`src/rtl/add_share_sched_pkg.sv`:
```
// Shared defaults and helpers for the shared-adder scheduler.
package add_share_sched_pkg;
    localparam int NREQ_DEF  = 4;
    localparam int W_DEF     = 16;
    localparam int ERR_ACC_W = 32;

    function automatic int id_w(input int n);
        return (n > 1) ? $clog2(n) : 1;
    endfunction
endpackage

```
`src/rtl/add_share_sched_rr_arb.sv`:
```
// Round-robin arbiter: first asserted request at or after ptr, wrapping mod N.
module rr_arb
    import add_share_sched_pkg::*;
#(
    parameter int N = NREQ_DEF
) (
    input  logic [N-1:0]          req,
    input  logic [id_w(N)-1:0]    ptr,
    output logic [N-1:0]          gnt,
    output logic [id_w(N)-1:0]    idx
);
    localparam int IDW = id_w(N);

    logic [IDW-1:0] cand;
    logic           found;

    // N is a power of two, so IDW-bit addition wraps exactly mod N.
    always_comb begin
        gnt   = '0;
        idx   = '0;
        found = 1'b0;
        cand  = '0;
        for (int i = 0; i < N; i++) begin
            cand = ptr + IDW'(i);
            if (!found && req[cand]) begin
                found     = 1'b1;
                idx       = cand;
                gnt[cand] = 1'b1;
            end
        end
    end
endmodule

```
`src/rtl/add_share_sched.sv`:
```
// Time-shares one external combinational adder among NREQ requesters via a 2-stage pipe.
// Define ADD_SHARE_ERRMON_EN to enable the approximate-adder error monitor.
module add_share_sched
    import add_share_sched_pkg::*;
#(
    parameter int NREQ = NREQ_DEF,
    parameter int W    = W_DEF
) (
    input  logic                     clk,
    input  logic                     rst,
    input  logic [NREQ-1:0]          req_valid,
    output logic [NREQ-1:0]          req_ready,
    input  logic [NREQ*W-1:0]        req_a,
    input  logic [NREQ*W-1:0]        req_b,
    output logic [W-1:0]             add_a,
    output logic [W-1:0]             add_b,
    input  logic [W:0]               add_o,
    output logic                     rsp_valid,
    input  logic                     rsp_ready,
    output logic [W:0]               rsp_sum,
    output logic [id_w(NREQ)-1:0]    rsp_id,
    input  logic                     err_clr,
    output logic [ERR_ACC_W-1:0]     err_acc,
    output logic [W:0]               err_max
);
    localparam int IDW = id_w(NREQ);

    logic [NREQ-1:0] gnt;
    logic [IDW-1:0]  gnt_idx;
    logic [IDW-1:0]  ptr_q, ptr_d;
    logic            s1_vld_q, s1_vld_d;
    logic [W-1:0]    add_a_q, add_a_d, add_b_q, add_b_d;
    logic [IDW-1:0]  s1_id_q, s1_id_d;
    logic            rsp_vld_q, rsp_vld_d;
    logic [W:0]      rsp_sum_q, rsp_sum_d;
    logic [IDW-1:0]  rsp_id_q, rsp_id_d;
    logic            s1_adv, s1_take, xfer;
    logic [W-1:0]    a_sel, b_sel;

    rr_arb #(.N(NREQ)) u_arb (
        .req (req_valid),
        .ptr (ptr_q),
        .gnt (gnt),
        .idx (gnt_idx)
    );

    assign s1_adv    = !rsp_vld_q || rsp_ready;
    assign s1_take   = !s1_vld_q || s1_adv;
    assign req_ready = (rst || !s1_take) ? '0 : gnt;
    assign xfer      = |req_ready;
    assign a_sel     = req_a[gnt_idx*W +: W];
    assign b_sel     = req_b[gnt_idx*W +: W];

    always_comb begin
        ptr_d     = ptr_q;
        s1_vld_d  = s1_vld_q;
        add_a_d   = add_a_q;
        add_b_d   = add_b_q;
        s1_id_d   = s1_id_q;
        rsp_vld_d = rsp_vld_q;
        rsp_sum_d = rsp_sum_q;
        rsp_id_d  = rsp_id_q;
        if (xfer)
            ptr_d = gnt_idx + IDW'(1);
        // Operands only change on a new accept so add_o stays valid while stalled.
        if (s1_take) begin
            s1_vld_d = xfer;
            if (xfer) begin
                add_a_d = a_sel;
                add_b_d = b_sel;
                s1_id_d = gnt_idx;
            end
        end
        if (s1_adv) begin
            rsp_vld_d = s1_vld_q;
            if (s1_vld_q) begin
                rsp_sum_d = add_o;
                rsp_id_d  = s1_id_q;
            end
        end
    end

    always_ff @(posedge clk or posedge rst) begin
        if (rst) begin
            ptr_q     <= '0;
            s1_vld_q  <= 1'b0;
            add_a_q   <= '0;
            add_b_q   <= '0;
            s1_id_q   <= '0;
            rsp_vld_q <= 1'b0;
            rsp_sum_q <= '0;
            rsp_id_q  <= '0;
        end else begin
            ptr_q     <= ptr_d;
            s1_vld_q  <= s1_vld_d;
            add_a_q   <= add_a_d;
            add_b_q   <= add_b_d;
            s1_id_q   <= s1_id_d;
            rsp_vld_q <= rsp_vld_d;
            rsp_sum_q <= rsp_sum_d;
            rsp_id_q  <= rsp_id_d;
        end
    end

    assign add_a     = add_a_q;
    assign add_b     = add_b_q;
    assign rsp_valid = rsp_vld_q;
    assign rsp_sum   = rsp_sum_q;
    assign rsp_id    = rsp_id_q;

`ifdef ADD_SHARE_ERRMON_EN
    localparam int AW = ERR_ACC_W + 1;

    logic [W:0]           exact_q, exact_d;
    logic [ERR_ACC_W-1:0] acc_q, acc_d;
    logic [W:0]           max_q, max_d;
    logic [W:0]           diff;
    logic [AW-1:0]        acc_sum;
    logic                 cap;

    // A capture into S2 wins over a same-cycle clear.
    always_comb begin
        exact_d = exact_q;
        if (xfer)
            exact_d = {1'b0, a_sel} + {1'b0, b_sel};
        cap     = s1_adv && s1_vld_q;
        diff    = (add_o >= exact_q) ? (add_o - exact_q) : (exact_q - add_o);
        acc_sum = {1'b0, acc_q} + AW'(diff);
        acc_d   = acc_q;
        max_d   = max_q;
        if (cap) begin
            acc_d = acc_sum[ERR_ACC_W] ? '1 : acc_sum[ERR_ACC_W-1:0];
            if (diff > max_q)
                max_d = diff;
        end else if (err_clr) begin
            acc_d = '0;
            max_d = '0;
        end
    end

    always_ff @(posedge clk or posedge rst) begin
        if (rst) begin
            exact_q <= '0;
            acc_q   <= '0;
            max_q   <= '0;
        end else begin
            exact_q <= exact_d;
            acc_q   <= acc_d;
            max_q   <= max_d;
        end
    end

    assign err_acc = acc_q;
    assign err_max = max_q;
`else
    logic unused_err_clr;
    assign unused_err_clr = err_clr;
    assign err_acc        = '0;
    assign err_max        = '0;
`endif
endmodule

```
`config.mk`:
```
export PLATFORM = sky130hd
export DESIGN_NAME = add_share_sched
export DESIGN_NICKNAME = d
export VERILOG_FILES = /design/src/rtl/add_share_sched_pkg.sv /design/src/rtl/add_share_sched_rr_arb.sv /design/src/rtl/add_share_sched.sv
export SDC_FILE = /design/constraint.sdc
export NUM_CORES = 1
export LEC_CHECK = 0
export ABC_AREA = 1
export CAP_MARGIN = 25
export CORE_ASPECT_RATIO = 1.2
export CORE_MARGIN = 1
export CORE_UTILIZATION = 36
export DETAILED_ROUTE_END_ITERATION = 16
export PLACE_DENSITY = 0.77
export RECOVER_POWER = 50
export REMOVE_ABC_BUFFERS = 1
export SETUP_SLACK_MARGIN = 0.05
export SYNTH_ARGS = -nofsm -noshare
export SYNTH_HDL_FRONTEND = slang
export SYNTH_SLANG_ARGS = --single-unit
```
`constraint.sdc`:
```
create_clock -name clk -period 3.15 [get_ports clk]
set_input_delay 0.63 -clock clk [delete_from_list [all_inputs] [get_ports clk]]
set_output_delay 0.63 -clock clk [all_outputs]
set_load 0.02 [all_outputs]
```
==> flow_summary.toml <==
[pwr]
p_per_area_nw_per_um2 = 1290
p_leak_uw = 0.00391
power_uw = 9140
seq_power_share_pct = 14.6
switching_share_pct = 51.7
switching_power_uw = 4730
intPower_uw = 4410
pwr-share-comb_pct = 73.7
ir_worst_vdd_mv = 1.23
clockPowerShare_pct = 11.7

[logic_synthesis]
ys_dominant_reg_cell = "dfrtp_1"
synth_top_family_by_area = "simple AND/OR/NAND/NOR gates"
yosysMostFrequentCell = "nand2_1"
synth-seq-area-share_pct = 30.1
synth_area_per_cell_um2 = 6.52
ys_top_cells_by_area = "dfrtp_1 (30%), nand2_1 (18%), nand3_1 (15%)"
synthMuxAreaShare_pct = 4.51
synthAdderAreaFrac_pct = 1.85
synthXorXnorAreaFrac_pct = 0.185
ys_ff_latch = 57
yosysTopAreaCell = "dfrtp_1"
ys_warn_count = 0
syn_inst = 728
ys_async_sr_fraction_pct = 100
synth.distinct_cells = 25
synth_top_area_share_pct = 30.1
netlist_area_um2 = 4740
synth_compound_area_share_pct = 1.53
synth_edf_count = 0
netlist_top_cells_count = "nand2_1 (233), inv_1 (145), nand3_1 (145)"
synthSimpleGateAreaFrac_pct = 37.1

[routing]
drc_errors = 0
vias = 4905
met1_length_um = 5670
detail-route-antenna-nets = 0
vias_per_cell = 4.47
routed_wl_um = 13500
wl_met3_um = 882
wl_per_cell_um = 12.3
highest_layer = "met4"
wl_met2_um = 6820
drtIter0Drc = 212
first_pass_iters = 5

[placement]
portBuffers = 207
dp_hpwl_um = 9750
globalplace.congestion = 0.859
place_ws_ns = -0.105

[cts]
cts_root_buf = "clkbuf_16"
clock_path_buffers = 2
clock_latency_ns = 0.33
cts.sinks = 57
cts_buffers = 9
htree_num_levels = 3
cts_tree = "yes"
cts_hold_buf = 0
clkTransAtPathRegs_ns = 0.06

[worst_setup_path]
ff2ff_path_depth = 17
cp_top_family = "buffers and inverters"
path_buf_inv = 4
path_depth = 11
cp_common_cell = "nand2_1"
crit_required_ns = 2.52
path_cells = "clkdlybuf4s50_1 -> inv_1 -> nand2_1 -> nand3_1 -> nand2_1 -> nor2_2 -> nand4_1 -> nand3_1 -> nand2_1 -> inv_1 -> clkdlybuf4s15_1"
rrSetupSlack_ns = 0.51
start_kind = "input pin"
timing.critical_path.slowest_stage_cell = "clkdlybuf4s50_1"
cp.arrival_ns = 2.33
criticalPathCategory = "input pin to output port"
r2r_start = "ptr_q[0]$_DFFE_PP0P_"
critPathMaxFanout = 4
cp-startpoint = "req_valid[2]"
end_kind = "output port"
cpPeakStageDelay_ns = 0.41

[status]
status = "finished clean"

[timing]
worst-slew-pin-transition_ns = 1.45
holdWs_ns = 0.471
fin_setup_tns_ns = 0
final-hold-violation-count = 0
fin_ws_ns = 0.189
min_period_over_period_pct = 94.0
slew_violations = 0
clock_skew_ns = 0.00578
period_minus_slack_ns = 2.96
fmax_ghz = 0.338
setup-violations-final = 0
relSlewSlack_pct = 3.55
grt_setup_unrepaired = "no"

[layout]
final_core_util_pct = 55.8
n_antenna_cell = 0
fin_nets = 1088
syn_to_final_growth_pct = 49.7
drive_gt1_share_pct = 8.15

[global_route]
grt_pass1_wl_um = 21500
grt_start_max_net_pins = 58
grt-ovfl-total = 0
grt.total_usage_pct = 20.1
grt_pass1_vias = 4464
antenna_found_initial = 0

[worst_hold_path]
whs_path_depth = 2
hp-class = "register to register"
min_from = "add_a[5]$_DFFE_PP0P_"

[floorplan]
io_pins = 258
rows = 45
fp.dieH_um = 128
initial_utilization_pct = 37.3
die-area_um2 = 13600
fp.dieW_um = 107
fp.coreArea_um2 = 12700

[job]
max-cap-violations = 0
==> cells in the final DEF (no fill, tap or decap), types with 4 or more instances in the layout <==
cell type,n
clkbuf_16,9
nand4_1,6
nand2_1,231
nand2_4,4
dlygate4sd3_1,29
nand3_1,145
dfrtp_1,57
clkdlybuf4s50_1,174
nand2_2,7
ha_1,6
a21boi_0,5
inv_1,144
conb_1,49
mux2_2,19
buf_4,14
==> registers in the layout, indices dropped and copies added, names as in the netlist <==
register / flops
ptr_q: 2
s1_id_q: 2
add_a: 16
add_b: 16
s1_vld_q: 1
rsp_sum: 17
rsp_valid: 1
rsp_id: 2
==> cell type report <==
class | instances | area (um^2)
fill | 1235 | 5620
multi-input combinational | 486 | 2350
timing repair buffer | 225 | 2230
sequential | 57 | 1430
inverter | 149 | 562
clock buffer | 10 | 239
tap | 164 | 205
clock inverter | 6 | 90.1
==> worst register-to-register path: cells and delay by family (launching register included) <==
kind / cells / cell delay (ns)
buffers and inverters: 6 / 0.88
DFF: 1 / 0.39
adders and majority gates: 1 / 0.38
and+or+nand+nor: 10 / 0.95
==> cell families after synthesis <==
| group | count (synthesis) |
|---|---|
| xor gates and xnor gates | 1 |
| adders and majority gates | 7 |
| and+or+nand+nor | 397 |
| AOI/OAI and AO/OA | 12 |
| DFF | 57 |
| other | 1 |
| buffers and inverters | 234 |
| muxes | 19 |
==> path summary, 6_finish.rpt <==
kind / end
setup / recovery: req_ready[1]
hold / removal: add_a[5]$_DFFE_PP0P_
setup reg to reg: add_a[11]$_DFFE_PP0P_
hold reg to reg: add_a[5]$_DFFE_PP0P_
max in group asynchronous: add_b[7]$_DFFE_PP0P_
min in group asynchronous: add_b[4]$_DFFE_PP0P_
==> repair_timing <==
action                     in CTS  in global routing
buffers inserted                0                  1
pin swaps                       0                  2
resized for setup               4                  8
gates cloned                    0                  1
setup endpoints to repair       4                  4
==> per-layer routing <==
metal  track usage [%]  vias up
li1                  -     2523
met1              24.1     2177
met2              36.0      192
met3              4.32       13
met4              5.48        0
met5                 0        -
==> power by group through the flow <==
stage          logic (uW)  registers (uW)  clock network [uW]
2_1_floorplan        3830            1760                   0
3_3_place_gp         6730            1330                   0
3_5_place_dp         6810            1350                   0
4_1_cts              6800            1340                1100
5_1_grt              7570            1380                1130
6_report             6730            1330                1070
==> metrics by stage <==
step           cells  area [um^2]
5_1_grt         1097         7100
3_3_place_gp    1079         6760
4_1_cts         1095         7090
2_1_floorplan    691         4320
3_5_place_dp    1079         6760
6_report        1097         7100
(Power assumes the default switching activity.)
